File: src/rtl/drop_sequencer.sv
// drop_sequencer: registered temperature-compare / drop sequencer with a
// four-digit seven-segment status display.
//
// Ports:
//   clk, rst_n        - rising-edge clock, asynchronous active-low reset
//   t_act, t_lim      - actual and limit temperature, unsigned, W bits
//   drop_en           - level enable for the drop actuator
//   drop_activated    - actuator drive, high only in DROP
//   drop_count        - number of drops started, saturating at 255
//   busy              - high in DROP or HOLDOFF
//   seven_seg1..4     - digits left to right, bit0 = segment a, active-high
module drop_sequencer #(
  parameter int unsigned W              = 16,
  parameter int unsigned HYST           = 2,
  parameter int unsigned DROP_CYCLES    = 8,
  parameter int unsigned HOLDOFF_CYCLES = 16
) (
  input  logic         clk,
  input  logic         rst_n,
  input  logic [W-1:0] t_act,
  input  logic [W-1:0] t_lim,
  input  logic         drop_en,
  output logic         drop_activated,
  output logic [7:0]   drop_count,
  output logic         busy,
  output logic [6:0]   seven_seg1,
  output logic [6:0]   seven_seg2,
  output logic [6:0]   seven_seg3,
  output logic [6:0]   seven_seg4
);

  localparam int unsigned MaxCycles =
      (DROP_CYCLES > HOLDOFF_CYCLES) ? DROP_CYCLES : HOLDOFF_CYCLES;
  localparam int unsigned CntW = (MaxCycles > 1) ? $clog2(MaxCycles) : 1;

  localparam logic [CntW-1:0] DropLoad    = CntW'(DROP_CYCLES - 1);
  localparam logic [CntW-1:0] HoldoffLoad = CntW'(HOLDOFF_CYCLES - 1);

  // Status words, digit 1 in the top 7 bits.
  localparam logic [27:0] WordBlank = 28'h0;
  localparam logic [27:0] WordCold  = {7'h39, 7'h5C, 7'h38, 7'h5E};
  localparam logic [27:0] WordHot   = {7'h00, 7'h76, 7'h5C, 7'h78};
  localparam logic [27:0] WordDrop  = {7'h5E, 7'h50, 7'h5C, 7'h73};
  localparam logic [27:0] WordDash  = {7'h40, 7'h40, 7'h40, 7'h40};

  typedef enum logic [2:0] {
    StIdle,
    StCold,
    StHot,
    StDrop,
    StHoldoff
  } state_e;

  state_e          state_q, state_d;
  logic [CntW-1:0] cnt_q, cnt_d;
  logic [7:0]      drop_count_q, drop_count_d;
  logic            drop_activated_q, drop_activated_d;
  logic            busy_q, busy_d;
  logic [27:0]     seg_q, seg_d;

  // One extra bit so t_act + HYST cannot wrap.
  logic [W:0] act_ext, lim_ext;
  logic       below;

  assign act_ext = {1'b0, t_act};
  assign lim_ext = {1'b0, t_lim};
  assign below   = (act_ext + (W+1)'(HYST)) < lim_ext;

  always_comb begin
    state_d      = state_q;
    cnt_d        = cnt_q;
    drop_count_d = drop_count_q;

    unique case (state_q)
      StIdle, StCold, StHot: begin
        if (drop_en && below) begin
          state_d = StDrop;
          cnt_d   = DropLoad;
          if (drop_count_q != 8'hFF) drop_count_d = drop_count_q + 8'd1;
        end else if (drop_en) begin
          state_d = StHot;
        end else if (t_act < t_lim) begin
          state_d = StCold;
        end else begin
          state_d = StIdle;
        end
      end
      StDrop: begin
        // Releasing drop_en aborts straight into the hold-off window.
        if (!drop_en || (cnt_q == '0)) begin
          state_d = StHoldoff;
          cnt_d   = HoldoffLoad;
        end else begin
          cnt_d = cnt_q - CntW'(1);
        end
      end
      StHoldoff: begin
        if (cnt_q == '0) begin
          state_d = StIdle;
        end else begin
          cnt_d = cnt_q - CntW'(1);
        end
      end
      default: state_d = StIdle;
    endcase
  end

  // Outputs decoded from the next state so they move on the same edge.
  always_comb begin
    drop_activated_d = 1'b0;
    busy_d           = 1'b0;
    seg_d            = WordBlank;
    unique case (state_d)
      StIdle:    seg_d = WordBlank;
      StCold:    seg_d = WordCold;
      StHot:     seg_d = WordHot;
      StDrop: begin
        seg_d            = WordDrop;
        drop_activated_d = 1'b1;
        busy_d           = 1'b1;
      end
      StHoldoff: begin
        seg_d  = WordDash;
        busy_d = 1'b1;
      end
      default:   seg_d = WordBlank;
    endcase
  end

  always_ff @(posedge clk or negedge rst_n) begin
    if (!rst_n) begin
      state_q          <= StIdle;
      cnt_q            <= '0;
      drop_count_q     <= '0;
      drop_activated_q <= 1'b0;
      busy_q           <= 1'b0;
      seg_q            <= WordBlank;
    end else begin
      state_q          <= state_d;
      cnt_q            <= cnt_d;
      drop_count_q     <= drop_count_d;
      drop_activated_q <= drop_activated_d;
      busy_q           <= busy_d;
      seg_q            <= seg_d;
    end
  end

  assign drop_activated = drop_activated_q;
  assign drop_count     = drop_count_q;
  assign busy           = busy_q;
  assign seven_seg1     = seg_q[27:21];
  assign seven_seg2     = seg_q[20:14];
  assign seven_seg3     = seg_q[13:7];
  assign seven_seg4     = seg_q[6:0];

endmodule

File: config.mk
export PLATFORM = sky130hd
export DESIGN_NAME = drop_sequencer
export DESIGN_NICKNAME = d
export VERILOG_FILES = /design/src/rtl/drop_sequencer.sv
export SDC_FILE = /design/constraint.sdc
export NUM_CORES = 1
export LEC_CHECK = 0
export BUFFER_PORTS_ARGS = -buffer_cell sky130_fd_sc_hd__clkbuf_2
export CAP_MARGIN = 20
export CORE_ASPECT_RATIO = 1.75
export CORE_MARGIN = 2
export CORE_UTILIZATION = 40
export DETAILED_ROUTE_END_ITERATION = 7
export PLACE_DENSITY = 0.76
export SKIP_CTS_REPAIR_TIMING = 1
export SLEW_MARGIN = 15
export SYNTH_ARGS = -nofsm -noshare
export SYNTH_HDL_FRONTEND = slang
export SYNTH_SLANG_ARGS = --single-unit
File: constraint.sdc
create_clock -name clk -period 2.5 [get_ports clk]
set_input_delay 0 -clock clk [delete_from_list [all_inputs] [get_ports clk]]
set_output_delay 0 -clock clk [all_outputs]
set_load 0.01 [all_outputs]
==> flow_summary.yaml, run 1 <==
status:
  status: "finished, final reports clean"
worst_setup_path:
  cpPeakStageDelay_ps: 390
  critPathRequiredTime_ps: 2660
  regToRegSetupSlack_ps: 340
  start_kind: "primary input"
  cp_top_family: "compound AO/OA/AOI/OAI gates"
  crit_type: "in2reg"
  crit_end: "cnt_q[1]$_DFFE_PN0P_"
  crit_start: "t_act[1]"
  r2r-start: "cnt_q[0]$_DFFE_PN0P_"
  ff2ff_path_depth: 6
  r2r-end: "cnt_q[1]$_DFFE_PN0P_"
  crit_buf_inv: 1
  crit_slowest_cell: "a2111o_1"
  critPathCaptureType: "register"
  critPathMaxFanout: 4
  cp_cell_sequence: "clkbuf_2, and3_4, nor4b_4, nand3_1, xnor2_1, ha_1, a21o_1, a2111o_1, a31oi_4, o21ai_2, nand3_2, mux2_4"
  path_depth: 12
  critical_path_arrival_ps: 2510
pwr:
  power.density_nw_per_um2: 631
  ir_drop_v: 0.000257
  p_comb_share_pct: 44.6
  p_leak_nw: 1.60
  p_sw_mw: 0.692
  cellInternalPower_mw: 1.15
  clkPwrFrac_pct: 18.7
  p_sw_share_pct: 37.6
  p_total_mw: 1.84
  pwr-share-seq_pct: 36.8
floorplan:
  die_x_um: 61.3
  boundaryPins: 73
  rows: 36
  initial_core_util_pct: 41.4
  dieArea_um2: 6380
  die_y_um: 104
  core_um2: 5540
clock_tree:
  cts_htree_levels: 1
  cts_tree: "yes"
  clk_pin_slew_worst_paths_ps: 90
  cts_buffer_depth: 2
  clock_latency_ps: 270
  cts_buffers: 3
  cts_root_buf: "clkbuf_8"
  clkSinkCount: 26
drt:
  finalWirelength_um: 5200
  routedWlPerCell_um: 12.8
  drt-pass1-iter-count: 4
  ant_nets: 0
  post-route-drc-count: 0
  first_iter_violations: 37
  num_vias: 2032
  avgViaCountPerCell: 4.99
hold_path:
  hp-class: "in2reg"
place:
  globalplace.congestion: 0.890
  dp_hpwl_um: 4470
  placedCellCount: 401
  dpl_cell_area_um2: 2780
  place_ws_ps: -225
  numPortBuffers: 69
global_route:
  gr-usage-met1_pct: 17.0
  track_usage_pct: 16.9
  grt_max_degree: 27
  met2_usage_pct: 32.4
  grt_antenna_before_repair: 0
  grt_busiest_layer: "met2"
  grt_pass1_vias: 2086
  grt_use_met3_pct: 0.622
  grt_pass1_wl_um: 8480
  overflow: 0
timing:
  holdWs_ps: 210
  finalWorstSetupSlack_ps: 153
  setup_viol: 0
  tightestPinTransition_ps: 621
  drv_slew: 0
  relSlewSlack_pct: 58.6
  rsz0062_at_grt: "yes"
  fin_crit_sh_pct: 93.9
  fin_crit_ps: 2350
  fmax_ghz: 0.426
  hold_viol_final: 0
  setup_tns_ps: 0
  fin_skew_ps: 1.51
synth:
  yosysTopAreaCellShare_pct: 28.4
  syn_area_per_cell_um2: 9.18
  synth-seq-cells: 26
  synthTopCellsByCount: "ha_1 (34), inv_1 (31), dfrtp_1 (26), nand2_1 (22), buf_4 (19)"
  syn_area_um2: 2290
  synth_flop_cell: "dfrtp_1"
  syn_inst: 250
  synthArstFlopShare_pct: 100
  synth_warnings: 0
  synth.largest_area_cell: "dfrtp_1"
  ys_seq_area_share_pct: 28.4
  ys_types: 49
  synth_area_leaders: "dfrtp_1 (28%), ha_1 (19%), buf_4 (6.2%)"
  synth-edff-count: 0
  synth_most_common_cell: "ha_1"
layout:
  drive_above_1_share_pct: 35.6
  fin_nets: 401
  final_cells: 407
  utilization_pct: 52.6
  n_antenna_cell: 0
  fin_area_um2: 2910
  syn_to_final_growth_pct: 27.0
flow_run:
  max_cap_violations: 0
tightest hold or removal path: cells and delay by family:
family / cells / cell delay, ps
AOI/OAI and AO/OA: 1 / 130
buffers and inverters: 1 / 120
and+or+nand+nor: 2 / 190
per-layer routing:
metal  up-vias  share of wire (%)
li1       1004                  -
met1       932                 35
met4         0                4.0
met2        81                 56
met5         -                  0
met3        15                4.5
cells by family (layout without fill, tap and decap cells):
family	count (synthesis)	in the layout	share of synthesized area, %
simple gates	73	73	17.6
buf+inv	51	130	11.5
compound gates	40	40	14.0
fa+ha+maj	34	34	18.5
flops	26	26	28.4
xor+xnor	21	21	8.01
mux	4	4	1.96
other cells	1	3	0.163
cell type report:
type                            instances  area, µm²
Clock buffer                            3       41.3
Clock inverter                          1       30.0
Fill cell                             497       2630
Inverter                               31        116
Multi-Input combinational cell        175       1430
Sequential cell                        26        651
Tap cell                               76       95.1
Timing Repair Buffer                   95        549
layout by cell type, fill, tap and decap left out, types with 2 or more instances in the layout:
cell	netlist	final
nor2_1	13	13
mux2_4	0	2
nor3_1	4	2
conb_1	1	3
nand4_1	3	3
a21o_1	5	5
nand3_1	11	10
mux2_2	4	2
inv_1	31	31
o21ai_0	6	5
ha_1	34	34
nor3_2	0	2
buf_4	19	25
xnor2_1	11	11
and3_4	1	2
clkbuf_2	0	68
nand2b_1	2	2
xor2_1	10	10
or2b_1	2	2
and3_1	6	5
dfrtp_1	26	26
a2111o_1	2	2
nand2_1	22	22
a21oi_1	9	9
clkbuf_8	0	3
power groups by stage:
| stage | combinational [mW] | sequential [mW] | clock, mW |
|---|---|---|---|
| 6_report | 0.819 | 0.676 | 0.343 |
| 5_1_grt | 0.918 | 0.701 | 0.358 |
| 4_1_cts | 0.803 | 0.677 | 0.344 |
| 3_5_place_dp | 0.799 | 0.686 | 0 |
| 3_3_place_gp | 0.778 | 0.681 | 0 |
| 2_1_floorplan | 0.512 | 0.713 | 0 |
worst min path at each step:
stage	from	end	slack (ps)	cells past startpoint
2_1_floorplan	rst_n	busy$_DFF_PN0_	-300	0
3_3_place_gp	rst_n	drop_count[4]$_DFFE_PN0P_	30	1
3_5_place_dp	rst_n	drop_count[4]$_DFFE_PN0P_	40	1
4_1_cts	rst_n	drop_activated$_DFF_PN0_	-250	1
5_1_grt	drop_en	seg_q[19]$_DFF_PN0_	240	3
6_report	drop_en	seg_q[13]$_DFF_PN0_	210	4
flip-flops by register name, summed over array words and instances (netlist names):
| register | cells |
|---|---|
| state_q | 3 |
| drop_activated | 1 |
| drop_count | 8 |
| busy | 1 |
| seg_q | 9 |
| cnt_q | 4 |
Note: power is estimated with default switching activity, not from simulation.
==> inputs of run 2 (changes only) <==
- CORE_ASPECT_RATIO: 1.75 -> not set
==> flow_summary.yaml, run 2 (synthesis gave the netlist of run 1 again) <==
worst_setup_path:
  critical_path_arrival_ps: 2580
  critPathCaptureType: "register"
  critPathMaxFanout: 4
  critPathRequiredTime_ps: 2670
  start_kind: "primary input"
  crit_type: "in2reg"
global_route:
  overflow: 0
  grt_max_degree: 27
  grt_pass1_wl_um: 7980
  grt_pass1_vias: 1824
  grt_antenna_before_repair: 0
  track_usage_pct: 15.8
layout:
  largest_reg_flops: 9
  drive_above_1_share_pct: 35.6
  final_cell_mix: "clkbuf_2 (69), ha_1 (34), inv_1 (31)"
  syn_to_final_growth_pct: 25.0
  fin_area_um2: 2870
  utilization_pct: 51.8
  fin_nets: 401
  final_common_cell: "clkbuf_2"
  n_antenna_cell: 0
  regMostFlops: "seg_q"
clock_tree:
  cts_tree: "yes"
  cts_buffer_depth: 2
  cts_htree_levels: 1
  clk_pin_slew_worst_paths_ps: 80
  clkSinkCount: 26
  cts_root_buf: "clkbuf_8"
  clock_latency_ps: 270
  cts_buffers: 3
status:
  status: "finished, final reports clean"
place:
  dpl_cell_area_um2: 2760
  globalplace.congestion: 0.851
  dp_hpwl_um: 4130
  numPortBuffers: 69
timing:
  tightestPinTransition_ps: 621
  relSlewSlack_pct: 58.6
  rsz0062_at_grt: "yes"
  fin_crit_ps: 2420
  setup_tns_ps: 0
  fmax_ghz: 0.414
  holdWs_ps: 172
  fin_crit_sh_pct: 96.6
  drv_slew: 0
  hold_viol_final: 0
  fin_skew_ps: 2.88
  setup_viol: 0
drt:
  avgViaCountPerCell: 4.91
  post-route-drc-count: 0
  routedWlPerCell_um: 12.1
  first_iter_violations: 115
  ant_nets: 0
  drt-pass1-iter-count: 4
  finalWirelength_um: 4880
  num_vias: 1977
floorplan:
  rows: 27
  core_um2: 5540
  boundaryPins: 73
  dieArea_um2: 6360
  die_x_um: 79.7
  initial_core_util_pct: 41.4
  die_y_um: 79.7
hold_path:
  hp-class: "in2reg"
pwr:
  p_total_mw: 1.76
  ir_drop_v: 0.000266
  p_leak_nw: 1.59
  power.density_nw_per_um2: 612
flow_run:
  max_cap_violations: 0
==> run 2: cell count changes in the layout (fill, tap and decap cells not counted), sizes merged <==
cell	change
bufinv	-1
clkbuf	+2
buf	-1
==> run 2: cell type report <==
cell class / instances / area [µm²]
Inverter: 31 / 116
Sequential cell: 26 / 651
Clock buffer: 4 / 55.1
Multi-Input combinational cell: 175 / 1410
Fill cell: 537 / 2670
Tap cell: 72 / 90.1
Timing Repair Buffer: 95 / 547
==> run 2: stage by stage <==
stage                     setup WS (ps)  cells
final                              84.4    403
after global routing              -31.9    403
after CTS                         -44.4    400
after detailed placement           -314    396
after global placement             -202    396
after floorplan                    9.47    252
==> run 2: where the power goes <==
group,switching [mW],internal (mW),total (mW)
registers,0.127,0.552,0.679
logic,0.431,0.377,0.807
clock network,0.130,0.141,0.271
==> run 2: layer usage <==
layer	global-route usage, %	part of all wire, %
met4	4.92	1.1
met5	0	0
met1	19.4	42
met2	29.0	52
met3	1.58	5.2
==> run 2: path summary, 6_finish.rpt <==
path                                        endpoint  cells after the start                 startpoint  slack (ps)
max in group asynchronous       state_q[0]$_DFF_PN0_                      2                      rst_n        1830
min in group asynchronous       cnt_q[2]$_DFFE_PN0P_                      2                      rst_n         270
min                              seg_q[23]$_DFF_PN0_                      4                  t_act[15]         170
max reg2reg                     cnt_q[2]$_DFFE_PN0P_                      6       state_q[2]$_DFF_PN0_         360
max                             cnt_q[1]$_DFFE_PN0P_                     12                   t_act[2]          80
min reg2reg                drop_count[6]$_DFFE_PN0P_                      1  drop_count[6]$_DFFE_PN0P_         510
==> run 2: worst max-delay path: stages <==
cell and delay, ps:
clkbuf_2 120, and3_1 180, nor4b_4 290, nand3_1 140, xnor2_1 150, ha_1 300
a21o_1 170, a2111o_1 440, a31oi_4 210, o21ai_2 120, nand3_2 130, mux2_2 340
==> inputs of run 3 (changes only) <==
- ABC_AREA: not set -> 1
==> flow_summary.yaml, run 3 <==
status:
  status: "finished, final reports clean"
worst_setup_path:
  path_depth: 19
  cp_top_family: "simple AND/OR/NAND/NOR gates"
  crit_buf_inv: 4
  critPathCaptureType: "register"
  cp_cell_sequence: "clkbuf_2, ha_1, nand4_1, nor2_1, inv_1, nor2_1, inv_1, nor2_1, nor2_1, ha_1, or2_2, nor2_1, nand2_1, nor2_2, nand3_4, clkinv_4, nand2_4, nand2_1, nand2_1"
  crit_end: "drop_count[7]$_DFFE_PN0P_"
  crit_type: "in2reg"
  crit_start: "t_act[1]"
  start_kind: "primary input"
  ff2ff_path_depth: 7
  r2r-start: "drop_count[0]$_DFFE_PN0P_"
  r2r-end: "drop_count[7]$_DFFE_PN0P_"
  crit_slowest_cell: "or2_2"
  critPathMaxFanout: 9
  cpPeakStageDelay_ps: 280
  cp_common_cell: "nor2_1"
  regToRegSetupSlack_ps: 790
  critPathRequiredTime_ps: 2650
  critical_path_arrival_ps: 2320
clock_tree:
  clk_pin_slew_worst_paths_ps: 80
  clkSinkCount: 26
  cts_buffer_depth: 2
  cts_root_buf: "clkbuf_8"
  cts_htree_levels: 1
  cts_tree: "yes"
  cts_buffers: 3
  clock_latency_ps: 260
synth:
  synth_flop_cell: "dfrtp_1"
  synth.largest_area_cell: "dfrtp_1"
  synth-edff-count: 0
  ys_seq_area_share_pct: 26.7
  syn_area_um2: 2430
  synth_most_common_cell: "nand2_1"
  synth_warnings: 0
  synth-seq-cells: 26
  ys_types: 31
  yosysTopAreaCellShare_pct: 26.7
  syn_area_per_cell_um2: 7.35
  synthArstFlopShare_pct: 100
  synthTopCellsByCount: "nand2_1 (74), inv_1 (53), ha_1 (34), nor2_1 (30), dfrtp_1 (26)"
  synth_area_leaders: "dfrtp_1 (27%), ha_1 (17%), nand2_1 (11%)"
  syn_inst: 331
timing:
  setup_viol: 0
  fmax_ghz: 0.462
  fin_crit_ps: 2170
  drv_slew: 0
  setup_tns_ps: 0
  tightestPinTransition_ps: 617
  fin_skew_ps: 3.58
  hold_viol_final: 0
  fin_crit_sh_pct: 86.6
  relSlewSlack_pct: 58.9
  rsz0062_at_grt: "no"
floorplan:
  dieArea_um2: 6720
  rows: 28
  die_x_um: 82.0
  boundaryPins: 73
  core_um2: 5890
  initial_core_util_pct: 41.3
  die_y_um: 82.0
flow_run:
  max_cap_violations: 0
pwr:
  power.density_nw_per_um2: 725
  p_leak_nw: 1.67
  ir_drop_v: 0.000433
layout:
  regMostFlops: "seg_q"
  final_cells: 462
  final_cell_mix: "nand2_1 (74), clkbuf_2 (69), inv_1 (53)"
  syn_to_final_growth_pct: 14.6
  drive_above_1_share_pct: 22.7
  fin_nets: 458
  largest_reg_flops: 9
  final_common_cell: "nand2_1"
  nFillCells: 610
  n_antenna_cell: 0
place:
  placedCellCount: 458
  globalplace.congestion: 0.854
  dp_hpwl_um: 4090
  numPortBuffers: 69
global_route:
  grt_pass1_vias: 1968
  grt_max_degree: 27
  overflow: 0
  grt_pass1_wl_um: 8050
  grt_antenna_before_repair: 0
  track_usage_pct: 14.9
drt:
  routedWlPerCell_um: 10.4
  avgViaCountPerCell: 4.68
  num_vias: 2160
  first_iter_violations: 101
  ant_nets: 0
  finalWirelength_um: 4820
  post-route-drc-count: 0
  drt-pass1-iter-count: 5
hold_path:
  hp-class: "in2reg"
## run 3: changes by cell type after synthesis, moves of 5 or more
cell and change:
and3_1 -6, nand3_1 +11, inv_1 +22, nand2_1 +52, nor2_1 +17, a21o_1 -5, xor2_1 +5, xnor2_1 -7
## run 3: kinds of logic (layout without fill, tap and decap cells)
logic type      count (synthesis)  count (layout)  synth area share, %
flops                          26              26                 26.7
other cells                     1               3                0.154
compound gates                 26              26                 5.92
fa+ha+maj                      34              34                 17.5
simple gates                  150             150                 28.1
xor+xnor                       19              19                 6.84
buf+inv                        75             129                 14.7
## run 3: worst min-delay path by stage
stage | cells after the start | endpoint | start | slack, ps
finish | 3 | seg_q[9]$_DFF_PN0_ | drop_en | 120
global route | 3 | seg_q[9]$_DFF_PN0_ | drop_en | 130
CTS | 1 | drop_count[6]$_DFFE_PN0P_ | rst_n | -240
detailed placement | 1 | drop_count[6]$_DFFE_PN0P_ | rst_n | 50
global placement | 1 | drop_count[6]$_DFFE_PN0P_ | rst_n | 40
floorplan | 0 | busy$_DFF_PN0_ | rst_n | -300
## run 3: tightest hold or removal path, stage by stage
cell,delay [ps]
clkbuf_2,110
inv_1,120
o21ai_0,110
## run 3: cell type report
cell class,count,area [µm²],share of cell area [%]
clock buffers,3,41.3,1.48
multi-input cells,232,1430,51.3
flip-flops and latches,26,651,23.3
well taps,75,93.8,3.37
repair buffers,70,355,12.7
inverters,56,215,7.72
## run 3: metal layers
| layer | up-vias | track usage (%) | part of all wire [%] |
|---|---|---|---|
| li1 | 1142 | - | - |
| met1 | 962 | 18.5 | 45 |
| met5 | - | 0 | 0 |
| met3 | 4 | 1.10 | 4.0 |
| met4 | 0 | 4.50 | 0.81 |
| met2 | 52 | 27.4 | 50 |
## run 3: stage by stage
step	cell area, µm²	util, %	total power, mW	hold slack (ps)	setup slack, ps
finish	2790	47.4	2.02	120	335
global route	2790	47.4	2.24	129	64.9
CTS	2780	47.2	2.04	-237	349
detailed placement	2740	46.5	1.81	53.3	65.1
global placement	2740	46.5	1.78	38.3	139
floorplan	2440	-	1.56	-296	465
## run 3: where the power goes
part           internal (mW)  total [mW]  switching, mW
registers              0.596       0.735          0.139
clock network          0.108       0.229          0.121
logic                  0.412        1.06          0.647
total                   1.12        2.02          0.906
